--- config.mk ---
export PLATFORM = sky130hd
export DESIGN_NAME = ohsm_param_seq
export DESIGN_NICKNAME = d
export VERILOG_FILES = /design/src/rtl/ohsm_param_seq.sv
export SDC_FILE = /design/constraint.sdc
export NUM_CORES = 1
export LEC_CHECK = 0
export CORE_AREA = 2 2 39 41
export CTS_CLUSTER_DIAMETER = 50
export DETAILED_ROUTE_END_ITERATION = 8
export DIE_AREA = 0 0 41 43
export SYNTH_ARGS = -nofsm -noshare
export SYNTH_HDL_FRONTEND = slang
export SYNTH_SLANG_ARGS = --single-unit
--- constraint.sdc ---
create_clock -name clk -period 3.3 [get_ports clk]
set_clock_uncertainty 0.15 [all_clocks]
set_input_delay 0.495 -clock clk [delete_from_list [all_inputs] [get_ports clk]]
set_output_delay 0.495 -clock clk [all_outputs]
set_load 0.02 [all_outputs]
--- src/rtl/ohsm_param_seq.sv ---
// Parametrised one-hot state sequencer with direction, wrap/saturate, clear and indexed load.
// Optional timed auto-stepping is built when OHSM_AUTOSTEP_EN is defined.
module ohsm_param_seq #(
    parameter int unsigned NUM_STATES = 4,
    parameter int unsigned WRAP       = 1,
    parameter int unsigned DWELL      = 8,
    localparam int unsigned IDX_W     = (NUM_STATES > 1) ? $clog2(NUM_STATES) : 1
) (
    input  logic                  clk,
    input  logic                  reset_i,
    input  logic                  start_i,
    input  logic                  dir_i,
    input  logic                  clear_i,
    input  logic                  load_i,
    input  logic [IDX_W-1:0]      load_idx_i,
    input  logic                  auto_en_i,
    output logic [NUM_STATES-1:0] state_oh_o,
    output logic [IDX_W-1:0]      state_idx_o,
    output logic                  at_first_o,
    output logic                  at_last_o,
    output logic                  step_pulse_o,
    output logic                  load_err_o
);

    localparam logic [IDX_W-1:0] LAST_IDX  = IDX_W'(NUM_STATES - 1);
    localparam logic [IDX_W-1:0] FIRST_IDX = '0;

    logic [IDX_W-1:0]      idx_q, idx_d;
    logic [NUM_STATES-1:0] oh_q, oh_d;
    logic                  start_q;
    logic                  step_pulse_q, step_pulse_d;
    logic                  load_err_q, load_err_d;
    logic                  auto_fire_c;
    logic                  step_req_c;

    assign step_req_c = (start_i & ~start_q) | auto_fire_c;

`ifdef OHSM_AUTOSTEP_EN
    localparam int unsigned CNT_W = $clog2(DWELL + 1);

    logic [CNT_W-1:0] cnt_q, cnt_d;

    // Dwell counter restarts on any index-affecting request so a manual step re-times the next auto step.
    always_comb begin
        auto_fire_c = auto_en_i && (cnt_q == CNT_W'(DWELL - 1));
        cnt_d       = cnt_q + CNT_W'(1);
        if (clear_i || load_i || step_req_c || !auto_en_i) begin
            cnt_d = '0;
        end
    end

    always_ff @(posedge clk or posedge reset_i) begin
        if (reset_i) begin
            cnt_q <= '0;
        end else begin
            cnt_q <= cnt_d;
        end
    end
`else
    logic unused_auto_en;

    assign auto_fire_c    = 1'b0;
    assign unused_auto_en = auto_en_i;
`endif

    // Next index: clear > load > step; end handling uses explicit compares, never natural overflow.
    always_comb begin
        idx_d        = idx_q;
        step_pulse_d = 1'b0;
        load_err_d   = 1'b0;
        if (clear_i) begin
            idx_d = FIRST_IDX;
        end else if (load_i) begin
            if (32'(load_idx_i) < NUM_STATES) begin
                idx_d = load_idx_i;
            end else begin
                load_err_d = 1'b1;
            end
        end else if (step_req_c) begin
            if (!dir_i) begin
                if (idx_q != LAST_IDX) begin
                    idx_d        = idx_q + IDX_W'(1);
                    step_pulse_d = 1'b1;
                end else if (WRAP != 0) begin
                    idx_d        = FIRST_IDX;
                    step_pulse_d = 1'b1;
                end
            end else begin
                if (idx_q != FIRST_IDX) begin
                    idx_d        = idx_q - IDX_W'(1);
                    step_pulse_d = 1'b1;
                end else if (WRAP != 0) begin
                    idx_d        = LAST_IDX;
                    step_pulse_d = 1'b1;
                end
            end
        end
    end

    // One-hot is decoded from the next index so both registers always agree.
    always_comb begin
        oh_d = '0;
        for (int unsigned i = 0; i < NUM_STATES; i++) begin
            oh_d[i] = (idx_d == IDX_W'(i));
        end
    end

    always_ff @(posedge clk or posedge reset_i) begin
        if (reset_i) begin
            idx_q        <= FIRST_IDX;
            oh_q         <= NUM_STATES'(1);
            start_q      <= 1'b1;
            step_pulse_q <= 1'b0;
            load_err_q   <= 1'b0;
        end else begin
            idx_q        <= idx_d;
            oh_q         <= oh_d;
            start_q      <= start_i;
            step_pulse_q <= step_pulse_d;
            load_err_q   <= load_err_d;
        end
    end

    assign state_oh_o   = oh_q;
    assign state_idx_o  = idx_q;
    assign at_first_o   = (idx_q == FIRST_IDX);
    assign at_last_o    = (idx_q == LAST_IDX);
    assign step_pulse_o = step_pulse_q;
    assign load_err_o   = load_err_q;

endmodule

* Word-level counts from Yosys, hierarchy flattened
Index checks and enable logic that the tools add are counted.
Widths: inputs -> output; s select.
** Operators by class
- Muxes and demuxes :: 9
- Bitwise operators :: 2
- Add/subtract/negate cells :: 2
- Reduce and logical (&&, ||, !) cells :: 3
- Equal/unequal tests :: 5
** Operators by type and width (number)
- $mux 2 :: 6
- $eq 2x2->1 const B :: 3
- $logic_not 2->1 :: 2
- $mux 1 :: 3
- $add 2x1->2 const B :: 1
- $eq 2x1->1 const B :: 1
- $ne 2x2->1 const B :: 1
- $reduce_bool 2->1 :: 1
- $sub 2x1->2 const B :: 1
- $and 1x1->1 :: 1
- $not 1->1 :: 1
** Storage, ports and cells
- Flip-flop bits (word level) :: 8
- Output and inout port bits :: 10
- Logic and storage cells :: 25

* Depth between registers and ports, before layout
Gate-level depths: netlist (run 1).
- Depth in word-level cells :: 7
- Depth in mapped cells :: 5
- Depth with buffers taken out :: 5

* Least setup slack after synthesis (run 1)
OpenSTA, ideal clock, no wires.
- Path type :: register to register
- Start :: register idx_q[0] (netlist: state_idx_o[0])
- End :: register oh_q[2] (netlist: state_oh_o[2])
- Setup time :: 0.126 ns
- Cell stages (with the launch flop) :: 6
- Path buffers :: 0
- Path slack :: 1.607 ns
- Arrival time :: 1.417 ns
- Path through :: dfrtp_1 -> ha_1 -> nand2b_1 -> a21oi_2 -> a211o_2 -> nor2b_1
** Between the ends
- Word-level cells in the longest chain between the ends :: 7
** Ends and longest elaborated chain
- from (decl) :: line 28 : logic [IDX_W-1:0] idx_q, idx_d;
- from (signal assigned) :: line 116 : idx_q <= idx_d;
- $add 2x1->2 (tied with other cells) :: line 82 : idx_d = idx_q + IDX_W'(1);
- $mux 2, on equally long branches :: line 81, 89
- $mux 2 :: line 80 : if (!dir_i) begin
- $mux 2 (*) :: line 79 : end else if (step_req_c) begin
- $mux 2 (*) :: line 73 : end else if (load_i) begin
- $mux 2 (*) :: line 71 : if (clear_i) begin
- $eq 2x2->1 (*) :: line 104 : oh_d[i] = (idx_d == IDX_W'(i));
- via oh_d[2] :: line 29 : logic [NUM_STATES-1:0] oh_q, oh_d;
- to (signal assigned) :: line 117 : oh_q <= oh_d;
- to (decl) :: line 29
Mark *: on every way through the listed nets, which the timed path passes. The rest lies on a longest branch.

* Worst setup path after layout (run 1)
- Start :: register idx_q[0] (netlist: state_idx_o[0])
- End :: output at_first_o
** Between the ends
- Word-level cells in the longest chain between the ends :: 1
** Ends and longest elaborated chain
- $logic_not 2->1 :: line 126 : assign at_first_o = (idx_q == FIRST_IDX);
- to (decl) :: line 19 : output logic at_first_o,
Every way passes these cells.

==> results.txt, run 1 <==
crit start category = flip-flop
Seq pwr share = 0.448
largest family of logic cells by synthesized area = simple AND/OR/NAND/NOR gates
Synthesized Nets = 46
mux share of post-synthesis cell area = 0
layout cells sized above 1 = 0.170
post-layout util = 0.417
I/O pin total = 19
adder-cell area share of the yosys netlist = 0.0656
max incr delay on CP = 600 ps
hold_buf cts = 0
first-pass GRT wire length = 1.18 mm
ANT nets after route = 0
GRT met1 Usage = 0.130
H-Tree Depth = 1
Synth top cells by count = 6 x dfrtp_1, 6 x inv_1, 3 x nor2b_1
Placed Instances = 66
switching pwr = 0.0669 mW
CTS tree = yes
gp weighted congestion = 0.765
area share of the largest cell type after synthesis = 0.393
cell family with most CP delay = buffers and inverters
# rows = 14
Syn. warnings = 0
number of synthesized flops with an enable pin = 0
Post-Synth XOR/XNOR Area = 0.0230
clock share of power = 0.309
CP required = 2650 ps
status = completed
worst path cell trace = inv_1, ha_1, clkdlybuf4s50_1
input/output buffers = 16
Final Instance Count excl. Fillers = 69
chip width = 41 um
post-cts sizing count = 0
mapped cell area = 382 sq um
Leak = 0.268 nW
Inserted Diodes = 0
final setup TNS = 0 ps
RSZ-0062 raised after global routing = no
core footprint = 0.00138 sq mm
Slew Viols, Final = 0
Final Instance Area = 577 sq um
CP max FO = 4
Yosys reg bits = 8
crit share post-route = 0.663
CP Capture Type = primary output
final hold viol count = 0
Clock Tree Buf Depth = 2
initial drt markers = 2
# nets final = 66
CTS root buf = clkbuf_4
met3 Use GR = 0.0314
Layout area overhead = 51.1%
Post-synth top flop = dfrtp_1
Hold Crit Class = in2async
Final Power = 0.246 mW
worst skew pair latency = 250 ps
Compound-Gate Fraction of Synth Area = 0.115
power density cells = 426 mW/mm^2
crit path DAT = 1540 ps
Synth async-reset ratio = 1.00
placed inst area = 554 sq um
fmax = 0.457 GHz
GRT overflow = 0
die area = 0.00176 sq mm
# DRC = 0
DR vias/cell = 4.20
critical path class = reg2out
HPWL Detailed = 569 um
top post-synthesis cells by area = dfrtp_1 39%, dfstp_2 14%, ha_1 6.6%, inv_1 5.9%, nor2b_1 4.9%
detailed-route via count = 290
simple-gate share of the synthesized area = 0.177
Final Critical Period = 2190 ps
Net Sw Frac = 0.272
met2 usage = 0.147
initial antenna violation count = 0
cell-internal power = 0.179 mW
Initial Util = 0.276
CTS Sinks = 8
Max VDD drop = 169 uV
Fillers = 148
vias in the first global route = 285
max-cap violations = 0
sequential-to-total area share from yosys stat = 0.531
die height = 43 um
setup violators final = 0
clk slew on worst S/H paths = 60 ps
CP bufs+invs = 2
Synth Area per Inst = 10.9 sq um
Syn Inst Count = 35
Post-CTS Setup Bufs = 0
WL final = 710 um
Unique masters post-synth = 20
DRT Pass-1 Iters = 4
number of CTS-inserted buffers = 3
most utilized layer in the global route result = met2
Slowest cell on crit path = clkdlybuf4s50_1
routed len/inst = 10.3 um
Synth area leader = dfrtp_1
GRT Overall Usage = 0.105
largest net degree at the start of global routing = 9
Combinational Power Share = 0.243
## area by class of cell
| type | instances | area, sq um | area share |
|---|---|---|---|
| multi-input combinational | 20 | 149 | 0.258 |
| timing repair buffer | 16 | 160 | 0.278 |
| sequential | 8 | 203 | 0.351 |
| tap | 16 | 20.0 | 0.0347 |
| clock buffer | 3 | 22.5 | 0.0390 |
| inverter | 6 | 22.5 | 0.0390 |
## metrics by stage
step | setup WS (ps) | hold slack, ps
after global routing | 1030 | 375
final | 1110 | 335
after CTS | 1100 | 341
after global placement | 1270 | 587
after detailed placement | 1260 | 586
after floorplan | 1610 | 159
## cell usage in the layout, fill, tap and decap left out
master,synthesis,final
a211o_2,1,1
a21oi_1,1,1
a21oi_2,1,1
and2_1,1,1
clkbuf_4,0,3
clkdlybuf4s50_1,0,16
conb_1,1,1
dfrtp_1,6,6
dfstp_2,2,2
ha_1,2,2
inv_1,6,6
nand2_1,1,1
nand2b_1,1,1
nor2_1,2,2
nor2b_1,3,3
o211ai_2,1,1
o31ai_1,1,1
or2b_1,1,1
or3_1,1,1
or3b_4,1,1
xor2_1,1,1
## power by group through the flow
| stage | combinational (mW) | sequential [mW] | clock [mW] |
|---|---|---|---|
| floorplan | 0.0245 | 0.119 | 0 |
| global placement | 0.0599 | 0.112 | 0 |
| detailed placement | 0.0602 | 0.112 | 0 |
| CTS | 0.0605 | 0.110 | 0.0784 |
| global route | 0.0659 | 0.111 | 0.0803 |
| finish | 0.0597 | 0.110 | 0.0760 |
## flip-flops by register name, summed over array words and instances (netlist names)
register and flops:
state_idx_o 2, state_oh_o 4, start_q 1, step_pulse_o 1
## layer usage
layer	wire length, um	share of wire	up-vias
met1	312	0.44	133
met5	0	0	-
met3	46	0.065	4
li1	-	-	144
met4	15	0.021	0
met2	336	0.47	9
## cells by family (layout without fill, tap and decap cells)
| kind of cell | Yosys count | after routing |
|---|---|---|
| other | 1 | 1 |
| xor gates and xnor gates | 1 | 1 |
| AOI/OAI and AO/OA | 5 | 5 |
| and+or+nand+nor | 11 | 11 |
| DFF | 8 | 8 |
| buffers and inverters | 7 | 25 |
| adders and majority gates | 2 | 2 |
## final timing paths
kind	start	end	slack (ps)	cells past startpoint
worst max-delay path	state_idx_o[0]	at_first_o	1110	3
worst min-delay path	reset_i	step_pulse_o	340	2
worst max register to register	state_idx_o[0]	state_oh_o[1]	1690	5
worst min register to register	start_q	step_pulse_o	590	2
max in group asynchronous	reset_i	state_oh_o[0]	2380	2
min in group clk	start_i	start_q	540	1
(Power assumes the default switching activity.)
==> run 2, diff against run 1 <==
Clock period 3.3 ns to 2 ns, I/O delays scaled along.
==> results.txt, run 2 (synthesized netlist as in run 1, its figures left out) <==
Final Instance Area = 576 sq um
placed inst area = 554 sq um
H-Tree Depth = 1
status = completed
max incr delay on CP = 600 ps
CTS tree = yes
WL final = 709 um
Inserted Diodes = 0
HPWL Detailed = 569 um
power density cells = 701 mW/mm^2
setup violators final = 0
CP bufs+invs = 1
Max VDD drop = 279 uV
CTS root buf = clkbuf_4
crit start category = flip-flop
Final Instance Count excl. Fillers = 69
CTS Sinks = 8
worst path cell trace = ha_1, clkdlybuf4s50_1
crit path DAT = 1430 ps
number of CTS-inserted buffers = 3
Slew Viols, Final = 0
worst skew pair latency = 250 ps
detailed-route via count = 291
Clock Tree Buf Depth = 2
DR vias/cell = 4.22
largest net degree at the start of global routing = 9
fmax = 0.532 GHz
clk slew on worst S/H paths = 60 ps
chip width = 41 um
Placed Instances = 66
commonest non-fill, non-tap cell in the layout = clkdlybuf4s50_1
max reg flops = 4
Layout area overhead = 50.8%
initial antenna violation count = 0
post-layout util = 0.416
max-cap violations = 0
die area = 0.00176 sq mm
ANT nets after route = 0
I/O pin total = 19
crit share post-route = 0.940
routed len/inst = 10.3 um
GRT overflow = 0
CP max FO = 4
# nets final = 66
GRT Overall Usage = 0.106
CP required = 1550 ps
# DRC = 0
# rows = 14
R2R depth = 5
DRT Pass-1 Iters = 4
core footprint = 0.00138 sq mm
RSZ-0062 raised after global routing = no
vias in the first global route = 290
layout cells sized above 1 = 0.170
CP Capture Type = primary output
first-pass GRT wire length = 1.19 mm
final setup TNS = 0 ps
Final Critical Period = 1880 ps
Initial Util = 0.276
gp weighted congestion = 0.765
critical path depth = 2
cell family with most CP delay = buffers and inverters
most frequent cells in the layout = 15 x clkdlybuf4s50_1, 6 x inv_1, 6 x dfrtp_1
Leak = 0.269 nW
Hold Crit Class = in2async
initial drt markers = 2
input/output buffers = 16
critical path class = reg2out
Slowest cell on crit path = clkdlybuf4s50_1
final hold viol count = 0
die height = 43 um
run 2: changes by cell type in the layout (fill, tap and decap cells not counted):
cell | before | now
clkdlybuf4s50_1 | 16 | 15
dlygate4sd2_1 | 0 | 1
run 2: per-stage QoR:
step	total power [mW]	hold WS, ps	worst slack, ps
after detailed placement	0.284	412	154
final	0.403	140	121
after global routing	0.423	180	48.6
after global placement	0.283	406	167
after floorplan	0.238	-35.8	307
after CTS	0.409	146	100
run 2: per-layer routing:
layer / track usage / share of wire
met1: 0.130 / 0.44
met2: 0.150 / 0.47
met4: 0.0800 / 0.021
met5: 0 / 0
met3: 0.0314 / 0.065
run 2: repair_timing:
action,in CTS,in global routing
gates resized for setup,1,0
setup buffers,0,0
hold buffers,0,0
endpoints found under the hold margin,0,0
endpoints found under the setup margin,1,0
run 2: area by class of cell:
type / instances / area [sq um]
clock buffer: 3 / 22.5
sequential: 8 / 203
inverter: 6 / 22.5
multi-input combinational: 20 / 149
tap: 16 / 20.0
timing repair buffer: 16 / 159
fill: 149 / 808
run 2: path summary, 6_finish.rpt:
| check | from | to | slack (ps) |
|---|---|---|---|
| worst min register to register | start_q | step_pulse_o | 590 |
| worst max-delay path | state_idx_o[0] | at_last_o | 120 |
| worst min-delay path | reset_i | step_pulse_o | 140 |
| worst max register to register | state_idx_o[0] | state_oh_o[1] | 400 |
| min in group clk | start_i | start_q | 350 |
| max in group asynchronous | reset_i | state_oh_o[0] | 1280 |
run 2: power breakdown:
group | internal (mW) | switching, mW
registers | 0.176 | 0.00569
logic | 0.0487 | 0.0481
clock network | 0.0688 | 0.0565
total | 0.293 | 0.110
==> run 3, diff against run 2 <==
Settings changed: REMOVE_ABC_BUFFERS from default to 1.
==> results.txt, run 3 (synthesized netlist as in run 1, its figures left out) <==
status = completed
worst skew pair latency = 250 ps
CTS Sinks = 8
Final Power = 0.407 mW
CTS tree = yes
largest net degree at the start of global routing = 9
Fillers = 145
CP max FO = 4
GRT Overall Usage = 0.101
Net Sw Frac = 0.262
CP Capture Type = primary output
WL final = 703 um
initial antenna violation count = 0
DRT Pass-1 Iters = 2
HPWL Detailed = 551 um
Leak = 0.270 nW
die height = 43 um
# rows = 14
Inserted Diodes = 0
switching pwr = 0.107 mW
ANT nets after route = 0
Slew Viols, Final = 0
Post-CTS Setup Bufs = 0
Register Area = 203 sq um
setup violators final = 0
Clock Tree Buf Depth = 2
die area = 0.00176 sq mm
gp weighted congestion = 0.610
core footprint = 0.00138 sq mm
RSZ-0062 raised after global routing = no
number of CTS-inserted buffers = 3
Layout area overhead = 51.8%
CTS root buf = clkbuf_4
power density cells = 703 mW/mm^2
Hold Crit Class = in2async
I/O pin total = 19
final hold viol count = 0
critical path class = reg2out
footprint of the multi-input gates = 149 sq um
fmax = 0.528 GHz
first-pass GRT wire length = 1.12 mm
initial drt markers = 4
placed inst area = 554 sq um
clock share of power = 0.316
Seq pwr share = 0.446
max incr delay on CP = 600 ps
Final Critical Period = 1890 ps
crit share post-route = 0.946
detailed-route via count = 286
max reg flops = 4
cell-internal power = 0.301 mW
CP required = 1550 ps
Slowest cell on crit path = clkdlybuf4s50_1
clk slew on worst S/H paths = 50 ps
layout cells sized above 1 = 0.167
# nets final = 66
commonest non-fill, non-tap cell in the layout = clkdlybuf4s50_1
Max VDD drop = 364 uV
crit start category = flip-flop
Final Instance Area = 579 sq um
most frequent cells in the layout = 15 x clkdlybuf4s50_1, 6 x inv_1, 6 x dfrtp_1
# DRC = 0
input/output buffers = 16
H-Tree Depth = 1
DR vias/cell = 4.09
max-cap violations = 0
vias in the first global route = 281
crit path DAT = 1440 ps
routed len/inst = 10.0 um
Combinational Power Share = 0.238
Initial Util = 0.276
final setup TNS = 0 ps
chip width = 41 um
worst path cell trace = ha_1, clkdlybuf4s50_1
GRT overflow = 0
==> run 3: critical path, delay by kind of cell, from the launching register on <==
family,cells,cell delay (ps)
buf+inv,1,600
flops,1,410
fa+ha+maj,1,180
==> run 3: final timing paths <==
check                                from             end  slack [ps]  depth (start not counted)
max in group asynchronous         reset_i         start_q        1280                          2
min reg2reg                       start_q    step_pulse_o         590                          2
min in group clk                  start_i         start_q         360                          1
min                               reset_i  state_idx_o[0]         140                          2
max                        state_idx_o[0]       at_last_o         110                          2
max reg2reg                state_idx_o[0]   state_oh_o[1]         390                          5
==> run 3: power by group through the flow <==
stage	clock network [mW]	registers (mW)	logic, mW
5_1_grt	0.153	0.183	0.106
4_1_cts	0.135	0.182	0.0984
2_1_floorplan	0	0.197	0.0389
6_report	0.129	0.182	0.0968
3_3_place_gp	0	0.184	0.0998
3_5_place_dp	0	0.184	0.0997
==> run 3: final cells by class <==
| type | instances | share of cell area |
|---|---|---|
| Sequential cell | 8 | 0.350 |
| Timing Repair Buffer | 16 | 0.274 |
| Multi-Input combinational cell | 20 | 0.257 |
| Clock buffer | 4 | 0.0454 |
| Inverter | 6 | 0.0389 |
| Tap cell | 16 | 0.0346 |
==> run 3: through the flow <==
stage	worst slack (ps)	hold WS, ps	utilization	cells
after floorplan	307	-35.8	-	34
after global placement	151	408	0.401	66
after detailed placement	157	415	0.401	66
after CTS	104	145	0.419	70
after global routing	34.5	157	0.419	70
final	107	141	0.419	70
==> run 3: per-layer routing <==
layer	GRT usage	wire, um
met4	0.0600	10
met2	0.150	347
met1	0.102	273
met5	0	0
met3	0.0628	71
==> run 3: timing repair <==
item | in CTS | in global routing
gates resized for setup | 1 | 0
hold buffers | 0 | 0
endpoints found under the setup margin | 1 | 0
